==> src/rtl/store_data_aligner.sv <==
`default_nettype none
// ============================================================================
//  Module      : store_data_aligner
//  Description : Turns a right-justified store request (SB/SH/SW) into one or
//                two word-aligned, byte-masked memory write beats. A store
//                that crosses a word boundary is split into two beats.
//  Revision    : 1.0 - initial release
// ============================================================================
module store_data_aligner #(
  parameter int DATA_WIDTH = 32,
  parameter int ADDR_WIDTH = 32
) (
  input  logic                  clk,
  input  logic                  rst_n,
  input  logic                  req_valid,
  output logic                  req_ready,
  input  logic [ADDR_WIDTH-1:0] req_addr,
  input  logic [DATA_WIDTH-1:0] req_data,
  input  logic [2:0]            req_func,
  output logic                  mem_valid,
  input  logic                  mem_ready,
  output logic [ADDR_WIDTH-1:0] mem_addr,
  output logic [DATA_WIDTH-1:0] mem_wdata,
  output logic [3:0]            mem_wmask,
  output logic                  err
);

  // Store funct3 encodings.
  localparam logic [2:0] C_FUNC_SB = 3'b000;
  localparam logic [2:0] C_FUNC_SH = 3'b001;
  localparam logic [2:0] C_FUNC_SW = 3'b010;

  // Byte distance between the two beats of a split store.
  localparam logic [ADDR_WIDTH-1:0] C_WORD_BYTES = ADDR_WIDTH'(4);

  typedef enum logic [1:0] {
    IDLE  = 2'd0,
    BEAT0 = 2'd1,
    BEAT1 = 2'd2
  } state_e;

  state_e                    state_q, state_d;

  // Captured beat contents; beat1 address is derived from beat0 address.
  logic [ADDR_WIDTH-1:0]     b0_addr_q, b0_addr_d;
  logic [DATA_WIDTH-1:0]     b0_wdata_q, b0_wdata_d;
  logic [3:0]                b0_wmask_q, b0_wmask_d;
  logic [DATA_WIDTH-1:0]     b1_wdata_q, b1_wdata_d;
  logic [3:0]                b1_wmask_q, b1_wmask_d;
  logic                      split_q, split_d;
  logic                      err_q, err_d;

  // Request decode.
  logic                      accept;
  logic                      func_ok;
  logic [1:0]                offset;
  logic [3:0]                size_mask;
  logic [DATA_WIDTH-1:0]     sized_data;
  logic [7:0]                mask8;
  logic [2*DATA_WIDTH-1:0]   data64;

  // Beat presentation.
  logic [ADDR_WIDTH-1:0]     b1_addr;
  logic [DATA_WIDTH-1:0]     beat_wdata;

  assign req_ready = (state_q == IDLE);
  assign accept    = req_valid && req_ready;
  assign offset    = req_addr[1:0];
  assign b1_addr   = b0_addr_q + C_WORD_BYTES;   // wraps naturally at the top
  assign err       = err_q;

  // Decode access size, zero the unused bytes and shift into lane position.
  always_comb begin
    size_mask  = 4'b0000;
    func_ok    = 1'b1;
    sized_data = '0;
    case (req_func)
      C_FUNC_SB: size_mask = 4'b0001;
      C_FUNC_SH: size_mask = 4'b0011;
      C_FUNC_SW: size_mask = 4'b1111;
      default: begin
        size_mask = 4'b0000;
        func_ok   = 1'b0;
      end
    endcase
    for (int i = 0; i < 4; i++) begin
      sized_data[8*i +: 8] = size_mask[i] ? req_data[8*i +: 8] : 8'h00;
    end
    mask8  = {4'b0000, size_mask} << offset;
    data64 = {{DATA_WIDTH{1'b0}}, sized_data} << {offset, 3'b000};
  end

  // Beat contents load only when a supported store is accepted.
  always_comb begin
    b0_addr_d  = b0_addr_q;
    b0_wdata_d = b0_wdata_q;
    b0_wmask_d = b0_wmask_q;
    b1_wdata_d = b1_wdata_q;
    b1_wmask_d = b1_wmask_q;
    split_d    = split_q;
    err_d      = accept && !func_ok;
    if (accept && func_ok) begin
      b0_addr_d  = {req_addr[ADDR_WIDTH-1:2], 2'b00};
      b0_wdata_d = data64[DATA_WIDTH-1:0];
      b0_wmask_d = mask8[3:0];
      b1_wdata_d = data64[2*DATA_WIDTH-1:DATA_WIDTH];
      b1_wmask_d = mask8[7:4];
      split_d    = |mask8[7:4];
    end
  end

  // Sequence IDLE -> BEAT0 [-> BEAT1] -> IDLE on memory handshakes.
  always_comb begin
    state_d = state_q;
    case (state_q)
      IDLE: begin
        if (accept && func_ok) state_d = BEAT0;
      end
      BEAT0: begin
        if (mem_ready) state_d = split_q ? BEAT1 : IDLE;
      end
      BEAT1: begin
        if (mem_ready) state_d = IDLE;
      end
      default: state_d = IDLE;
    endcase
  end

  // State and captured beat registers; reset abandons any in-flight store.
  always_ff @(posedge clk or negedge rst_n) begin
    if (!rst_n) begin
      state_q    <= IDLE;
      b0_addr_q  <= '0;
      b0_wdata_q <= '0;
      b0_wmask_q <= 4'b0000;
      b1_wdata_q <= '0;
      b1_wmask_q <= 4'b0000;
      split_q    <= 1'b0;
      err_q      <= 1'b0;
    end else begin
      state_q    <= state_d;
      b0_addr_q  <= b0_addr_d;
      b0_wdata_q <= b0_wdata_d;
      b0_wmask_q <= b0_wmask_d;
      b1_wdata_q <= b1_wdata_d;
      b1_wmask_q <= b1_wmask_d;
      split_q    <= split_d;
      err_q      <= err_d;
    end
  end

  // Present the current beat straight from registers; all-zero bus in IDLE.
  always_comb begin
    mem_valid  = 1'b0;
    mem_addr   = '0;
    beat_wdata = '0;
    mem_wmask  = 4'b0000;
    case (state_q)
      BEAT0: begin
        mem_valid  = 1'b1;
        mem_addr   = b0_addr_q;
        beat_wdata = b0_wdata_q;
        mem_wmask  = b0_wmask_q;
      end
      BEAT1: begin
        mem_valid  = 1'b1;
        mem_addr   = b1_addr;
        beat_wdata = b1_wdata_q;
        mem_wmask  = b1_wmask_q;
      end
      default: begin
        mem_valid = 1'b0;
      end
    endcase
  end

  // Guarantee disabled byte lanes never carry data onto the bus.
  always_comb begin
    mem_wdata = '0;
    for (int i = 0; i < 4; i++) begin
      mem_wdata[8*i +: 8] = mem_wmask[i] ? beat_wdata[8*i +: 8] : 8'h00;
    end
  end

endmodule
`default_nettype wire

==> config.mk <==
export PLATFORM = sky130hd
export DESIGN_NAME = store_data_aligner
export DESIGN_NICKNAME = d
export VERILOG_FILES = /design/src/rtl/store_data_aligner.sv
export SDC_FILE = /design/constraint.sdc
export NUM_CORES = 1
export LEC_CHECK = 0
export ABC_AREA = 0
export BUFFER_PORTS_ARGS = -buffer_cell sky130_fd_sc_hd__buf_2
export CORE_MARGIN = 5
export CORE_UTILIZATION = 45
export DETAILED_ROUTE_END_ITERATION = 10
export GPL_ROUTABILITY_DRIVEN = 0
export PLACE_DENSITY = 0.69
export SYNTH_ARGS = -nofsm -noshare
export SYNTH_HDL_FRONTEND = slang
export SYNTH_SLANG_ARGS = --single-unit
export TNS_END_PERCENT = 10
==> constraint.sdc <==
create_clock -name clk -period 4.4 [get_ports clk]
set_input_delay 0.88 -clock clk [delete_from_list [all_inputs] [get_ports clk]]
set_output_delay 0.88 -clock clk [all_outputs]
set_load 0.01 [all_outputs]
==> out/summary.txt, run 1 <==
CTS tree - done
hold crit path type - reg -> reg
CP Max Fanout - 23
Place WS - 985.9 ps
vias in the first global route - 5683
ys async rst share - 1.000
R2R Setup Slk - 1740 ps
crit path DAT - 3100 ps
clock latency on the worst-skew pair - 350 ps
Die Area - 0.01501 sq mm
share of the synthesized area in the top cell type - 0.4261
Clock Path Buffers - 2
maximum level of the CTS H-tree - 3
Slew @ Worst Pin - 1078 ps
setup bufs post-CTS - 0
Synth warnings - 0
Clk pin slew, worst setup/hold paths - 70 ps
IO Port Bufs - 139
Worst setup SP type - register
detailed-router iteration count before antenna repair - 6
vias per cell - 6.075
Layout area overhead - 19.11%
final count of hold timing violations - 0
RR Endpoint - b1_wdata_q[21]
Comb power frac - 0.395
Mapped Area - 0.005697 sq mm
Max-Cap Viols - 0
Hold Path Cell Cnt - 2
cell-internal power - 2355 uW
Psw - 1690 uW
total wire length - 18660 microns
first-pass GRT wire length - 29610 microns
final worst slack - 419.5 ps
Slew Viols, Final - 0
crit end category - output port
core area - 0.01252 sq mm
WL per Instance - 19.60 microns
Worst Setup Path Type - reg -> out
Iter 0 DRT Violations - 706
Post-Syn Instances - 672
Final Critical Period - 3980 ps
post-detail-place hpwl - 13110 microns
Root Driver - clkbuf_16
Reg power frac - 0.393
Routed Antenna Nets - 0
setup tns final - 0 ps
number of flops mapped to enable cells by yosys - 0
# fillers - 1175
RSZ-0062 raised after global routing - no
final hold slack - 485.1 ps
DRC - 0
Clock Skews - 4.474 ps
share of cells above drive strength 1 - 0.2192
clock group share of total power - 0.212
total grt overflow - 0
relative slew slack - 0.2797
Chip Height - 122.5 microns
post_cts resized - 0
Initial Util - 0.4551
pwr/cell area - 596.1 mW/mm^2
layout net count - 854
initial antenna violation count - 0
hold_sp - b1_wdata_q[15]
Sink Count - 97
Num CTS Buffers - 9
synth top area cells - dfrtp_1 43%, nand2_1 8.6%, a22o_1 4.2%, nor2_1 4.2%, o21ai_0 4.1%
register area share after synthesis - 0.4261
Max Clock Freq - 251.2 MHz
Main synth FF type - dfrtp_1
WHS Endpoint - b1_wdata_q[15]
Cell Rows - 41
maximum VDD drop - 0.2311 mV
top cell type by total area after synthesis - dfrtp_1
reg2reg path depth - 6
Lkg Pwr - 0.003344 uW
Syn Area/Cell - 8.477 sq um
# setup viols final - 0
Final Cycle Share - 0.9047
Worst EP required - 3520 ps
gr usage total - 0.2513
synthesized flop and latch total - 97
cts hold-fix bufs - 0
# IOs - 142
outcome - complete, no violations
switch share - 0.4177
Netlist cell types - 54
diode count - 0
r2r startpoint - state_q[0]
Final Util - 0.5421
DR vias - 5783
Die X - 122.5 microns
largest net degree at the start of global routing - 76
layout by cell type (no fill, tap or decap), types with 3 or more instances in the layout:
cell,n
buf_2,138
nand2_1,130
dfrtp_1,97
nor2_1,62
o21ai_0,47
a22oi_1,27
a22o_1,27
a31oi_1,21
a21oi_1,17
and3_1,15
a21o_1,14
and2_1,13
inv_1,11
nand3_1,11
mux2i_1,11
nand4_1,11
buf_4,11
a221o_1,9
clkbuf_16,9
a32oi_1,8
a32o_1,8
or4_1,7
nor4_1,6
ha_1,6
and4_1,5
nor3_1,5
or3_1,4
o31a_1,3
a41oi_1,3
o211ai_1,3
nor2b_1,3
o21a_1,3
metal layers:
metal	global-route usage	wire length, microns	up-vias
met5	0	0	-
met4	0.1099	557	0
met3	0.04240	1486	48
met2	0.3923	8679	325
met1	0.3450	7937	2735
li1	-	-	2675
stage by stage:
step | power [uW] | std cells | cell area [sq um]
finish | 4045 | 952 | 6785
global placement | 3103 | 938 | 6469
floorplan | 2553 | 673 | 5700
global route | 4299 | 952 | 6785
CTS | 4036 | 952 | 6785
detailed placement | 3166 | 938 | 6469
registers in the layout, summed over array words and instances (netlist names):
register,flops
b0_wdata_q,32
b0_addr_q,30
b1_wdata_q,24
b0_wmask_q,4
b1_wmask_q,3
state_q,2
err,1
split_q,1
power by group through the flow:
stage               clock network, uW  logic, uW  registers [uW]
detailed placement                  0       1580            1590
global placement                    0       1530            1570
CTS                               868       1590            1580
floorplan                           0       1100            1450
global route                      905       1760            1640
finish                            860       1600            1590
cell usage after synthesis (all sizes together), types with 4 or more instances:
master    n
or4       7
a32o      8
nand2   130
mux2i    11
nand4    12
nor2     63
a21oi    18
a221o     9
nor4      7
nor3      6
dfrtp    97
a31oi    21
and4      5
nand3    12
and2     13
a22oi    27
a22o     27
clkbuf   39
buf      17
ha        6
or3       4
a32oi     8
and3     15
o21ai    47
a21o     14
inv      11
area by class of cell:
type,count,area [sq um],share of cell area
Timing Repair Buffer,149,773.2,0.1140
Tap cell,172,215.2,0.03172
Multi-Input combinational cell,509,3012,0.4439
Sequential cell,97,2427,0.3577
Clock inverter,4,77.57,0.01143
Clock buffer,10,239.0,0.03522
Inverter,11,41.29,0.006085
worst max-delay path, cell delays in order, from the launching register on:
cell	delay (ps)
dfrtp_1	380
inv_1	90
ha_1	550
nand2_1	550
or3_1	510
o41ai_1	370
a31o_2	160
buf_2	120
logic make-up after synthesis:
kind of cell    after synthesis  share of synthesized area
simple gates                285                     0.2363
compound gates              203                     0.2528
flops                        97                     0.4261
buf+inv                      67                    0.04810
mux                          12                    0.02131
fa+ha+maj                     6                    0.01318
other cells                   1                  0.0006583
xor+xnor                      1                   0.001538
worst max path at each step:
stage | startpoint | to | slack (ps) | cells after the start
6_report | state_q[0] | mem_addr[26] | 420 | 7
5_1_grt | state_q[0] | mem_addr[26] | 270 | 7
4_1_cts | state_q[0] | mem_addr[26] | 560 | 7
3_5_place_dp | state_q[0] | mem_addr[26] | 990 | 7
3_3_place_gp | state_q[0] | mem_addr[26] | 1140 | 7
2_1_floorplan | state_q[0] | mem_addr[5] | 1620 | 8
Note: power is estimated with default switching activity, not from simulation.
==> inputs of run 2 (changes only) <==
==> constraint.sdc (replaced) <==
create_clock -name clk -period 4.6 [get_ports clk]
set_input_delay 0.92 -clock clk [delete_from_list [all_inputs] [get_ports clk]]
set_output_delay 0.92 -clock clk [all_outputs]
set_load 0.01 [all_outputs]
==> run 2 against run 1 <==
  * Final area is 0.55% lower
  * Sequential power is 4% lower
  * Combinational power is 5% lower
  * Largest power group is now sequential cells
  * Final cell count is 0.21% higher
  * Clock-buffer cell count is 1 lower
==> out/summary.txt, run 2 (synthesis gave the netlist of run 1 again) <==
outcome - complete, no violations
# IOs - 142
Die Area - 0.01501 sq mm
Reg power frac - 0.404
post_cts resized - 0
Iter 0 DRT Violations - 652
crit end category - output port
most frequent cells in the layout - 138 x buf_2, 130 x nand2_1, 97 x dfrtp_1
Worst Setup Path Type - reg -> out
met1 WL - 7689 microns
IO Port Bufs - 139
Met3 Wirelength - 1613 microns
layout net count - 854
core area - 0.01252 sq mm
Comb power frac - 0.404
Clk pin slew, worst setup/hold paths - 70 ps
Sink Count - 97
switch share - 0.4332
Worst setup SP type - register
Final Critical Period - 3896 ps
CP Max Fanout - 23
Worst EP required - 3680 ps
final count of hold timing violations - 0
Root Driver - clkbuf_16
maximum VDD drop - 0.2269 mV
Finished Cell Area - 0.006748 sq mm
Max-Cap Viols - 0
Cell Rows - 41
setup bufs post-CTS - 0
Reg with most FFs - b0_wdata_q
DRC - 0
clock latency on the worst-skew pair - 350 ps
Clock Skews - 4.610 ps
clock group share of total power - 0.192
total grt overflow - 0
Routed Antenna Nets - 0
cell-internal power - 2130 uW
WL per Instance - 19.16 microns
first-pass GRT wire length - 29430 microns
RSZ-0062 raised after global routing - no
Die X - 122.5 microns
biggest regs - b0_wdata_q x32, b0_addr_q x30, b1_wdata_q x24
Lkg Pwr - 0.003322 uW
CTS tree - done
diode count - 0
met2 routed WL - 8482 microns
Slew Viols, Final - 0
Max Clock Freq - 256.7 MHz
DR vias - 5792
detailed-router iteration count before antenna repair - 6
cts hold-fix bufs - 0
vias in the first global route - 5750
Initial Util - 0.4551
relative slew slack - 0.3020
pwr/cell area - 556.9 mW/mm^2
Psw - 1628 uW
Slew @ Worst Pin - 1045 ps
Placed Instance Area - 0.006469 sq mm
# setup viols final - 0
Chip Height - 122.5 microns
Top Metal Used - met4
maximum level of the CTS H-tree - 3
share of cells above drive strength 1 - 0.2212
crit path DAT - 2980 ps
largest net degree at the start of global routing - 68
Final Cycle Share - 0.8469
number of flip-flops in the largest register - 32
setup tns final - 0 ps
gr usage total - 0.2502
Layout area overhead - 18.45%
post-detail-place hpwl - 13060 microns
initial antenna violation count - 0
vias per cell - 6.071
Clock Path Buffers - 2
hold crit path type - reg -> reg
Num CTS Buffers - 9
commonest non-fill, non-tap cell in the layout - buf_2
total wire length - 18280 microns
-- run 2: cell count changes in the layout (fill, tap and decap cells not counted) --
cell,delta
clkinvlp_4,+2
inv_8,+1
bufinv_16,-2
clkbuf_8,-1
clkinv_2,+2
-- run 2: area by class of cell --
type / count / area, sq um
Sequential cell: 97 / 2427
Inverter: 11 / 41.29
Timing Repair Buffer: 149 / 773.2
Fill cell: 1193 / 5769
Clock inverter: 7 / 53.80
Multi-Input combinational cell: 509 / 3012
Tap cell: 172 / 215.2
Clock buffer: 9 / 225.2
-- run 2: power groups by stage --
stage	sequential, uW	clock [uW]	combinational (uW)
after floorplan	1390	0	1050
after global placement	1500	0	1470
after detailed placement	1510	0	1510
after CTS	1500	732	1520
after global routing	1570	769	1680
final	1520	721	1520
-- run 2: path summary, 6_finish.rpt --
path	startpoint	to	slack [ps]	cells after the start
setup / recovery	state_q[0]	mem_addr[26]	700	7
hold / removal	b1_wmask_q[0]	b1_wmask_q[0]	480	1
setup reg to reg	state_q[0]	b1_wdata_q[16]	1970	6
hold reg to reg	b1_wmask_q[0]	b1_wmask_q[0]	480	1
max in group asynchronous	rst_n	b1_wdata_q[4]	3020	2
min in group asynchronous	rst_n	b1_wdata_q[17]	660	1
-- run 2: critical path: stages (launching register included) --
cell and delay [ps]:
dfrtp_1 390, inv_1 90, ha_1 520, nand2_1 530, or3_1 500, o41ai_1 320
a31o_2 160, buf_2 120
-- run 2: per-layer routing --
layer / GRT usage / vias up
li1: - / 2659
met1: 0.3334 / 2770
met2: 0.3937 / 320
met3: 0.06498 / 43
met4: 0.09237 / 0
met5: 0 / -
-- run 2: through the flow --
step           power, uW  worst slack [ps]  instances  hold slack (ps)    util
2_1_floorplan       2442              1775        673            444.1       -
3_3_place_gp        2970              1311        938            463.3  0.5168
3_5_place_dp        3018              1153        938            467.0  0.5168
4_1_cts             3751             769.6        954            487.8  0.5391
5_1_grt             4016             495.2        954            505.5  0.5391
6_report            3758             704.2        954            484.5  0.5391
==> inputs of run 3 (changes only) <==
==> constraint.sdc (replaced) <==
create_clock -name clk -period 3.6 [get_ports clk]
set_input_delay 0.72 -clock clk [delete_from_list [all_inputs] [get_ports clk]]
set_output_delay 0.72 -clock clk [all_outputs]
set_load 0.01 [all_outputs]
==> run 3 against run 2 <==
  * Sequential power up 27%
  * Critical path type unchanged
  * Utilization up 0.52 points
  * Critical path depth unchanged
  * Largest power group is now combinational logic
  * Largest cell class unchanged
  * Clock power up 36%
  * Final cell count up 0.42%
  * Wire length up 0.33%
==> out/summary.txt, run 3 (synthesis gave the netlist of run 1 again) <==
crit path DAT - 2640 ps
Lkg Pwr - 0.003354 uW
first-pass GRT wire length - 28990 microns
total grt overflow - 0
commonest non-fill, non-tap cell in the layout - buf_2
Clk pin slew, worst setup/hold paths - 60 ps
Routed Antenna Nets - 0
Final Critical Period - 3357 ps
layout net count - 859
cts hold-fix bufs - 0
IO Port Bufs - 139
Crit path buffers/inverters - 3
Sink Count - 97
CTS tree - done
largest net degree at the start of global routing - 62
clock latency on the worst-skew pair - 360 ps
detailed-router iteration count before antenna repair - 7
WL per Instance - 19.14 microns
maximum VDD drop - 0.3150 mV
total wire length - 18340 microns
Cell Rows - 41
Slew Viols, Final - 0
biggest regs - b0_wdata_q x32, b0_addr_q x30, b1_wdata_q x24
relative slew slack - 0.09979
most frequent cells in the layout - 138 x buf_2, 130 x nand2_1, 97 x dfrtp_1
CP Max Fanout - 16
outcome - complete, no violations
Initial Util - 0.4551
Die Area - 0.01501 sq mm
setup tns final - 0 ps
core area - 0.01252 sq mm
met1 WL - 7518 microns
Num CTS Buffers - 9
Chip Height - 122.5 microns
met2 routed WL - 8876 microns
post_cts resized - 0
final count of hold timing violations - 0
Top Metal Used - met4
Clock Skews - 6.551 ps
post-detail-place hpwl - 13050 microns
Worst EP required - 2880 ps
crit end category - output port
vias in the first global route - 5696
RSZ-0062 raised after global routing - no
gr usage total - 0.2461
final hold slack - 467.1 ps
Reg with most FFs - b0_wdata_q
Final Util - 0.5443
# setup viols final - 0
DR vias - 5814
number of flip-flops in the largest register - 32
Worst setup SP type - register
Root Driver - clkbuf_16
slowest cell on the critical path - ha_1
share of cells above drive strength 1 - 0.2239
Placed Instance Area - 0.006519 sq mm
Clock Path Buffers - 2
hold crit path type - in -> async
Finished Cell Area - 0.006813 sq mm
Max-Cap Viols - 0
initial antenna violation count - 0
Layout area overhead - 19.59%
Tot Pwr - 4881 uW
Slew @ Worst Pin - 1345 ps
Worst Setup Path Type - reg -> out
Met3 Wirelength - 1463 microns
Max Clock Freq - 297.8 MHz
Final Cycle Share - 0.9326
pwr/cell area - 716.4 mW/mm^2
maximum level of the CTS H-tree - 3
delay-heaviest family, CP - simple AND/OR/NAND/NOR gates
Die X - 122.5 microns
worst path cell trace - inv_1 -> ha_1 -> nand2_1 -> buf_4 -> or4_1 -> o211ai_1 -> buf_2
DRC - 0
Largest stage delay, worst path - 470 ps
diode count - 0
setup bufs post-CTS - 0
# IOs - 142
Iter 0 DRT Violations - 730
vias per cell - 6.069
==> run 3: area by class of cell <==
| class | count | area [sq um] |
|---|---|---|
| timing repair buffer | 154 | 823.3 |
| fill | 1202 | 5704 |
| clock inverter | 5 | 65.06 |
| sequential | 97 | 2427 |
| multi-input combinational | 509 | 3012 |
| tap | 172 | 215.2 |
| clock buffer | 10 | 229.0 |
| inverter | 11 | 41.29 |
==> run 3: worst register-to-register path, cell delays in order (launching register included) <==
cell and delay [ps]:
dfrtp_1 400, inv_1 110, ha_1 300, nand2_1 210
nand4bb_1 540, nor2_1 780, a22o_1 240
==> run 3: path summary, 6_finish.rpt <==
check | start | cells past startpoint | to | slack [ps]
setup / recovery | state_q[0] | 7 | mem_addr[19] | 240
hold / removal | rst_n | 1 | b0_addr_q[10] | 470
setup reg to reg | state_q[0] | 6 | b1_wdata_q[20] | 970
hold reg to reg | b1_wmask_q[2] | 1 | b1_wmask_q[2] | 490
max in group asynchronous | rst_n | 2 | b0_addr_q[23] | 2460
min in group clk | b1_wmask_q[2] | 1 | b1_wmask_q[2] | 490
==> run 3: stage by stage <==
step                worst slack (ps)  instances
global placement               733.9        943
global route                   130.5        958
CTS                            278.7        958
finish                         242.6        958
detailed placement             660.3        943
floorplan                      975.4        673
==> run 3: where the power goes <==
group	internal, uW	total (uW)	switching, uW
logic	782	1970	1180
clock network	543	980	437
registers	1490	1930	441
total	2820	4880	2060
==> run 3: metal layers <==
layer	vias to the layer above	track usage
met1	2795	0.3187
met4	0	0.09587
met3	40	0.05438
li1	2671	-
met2	308	0.4026
met5	-	0
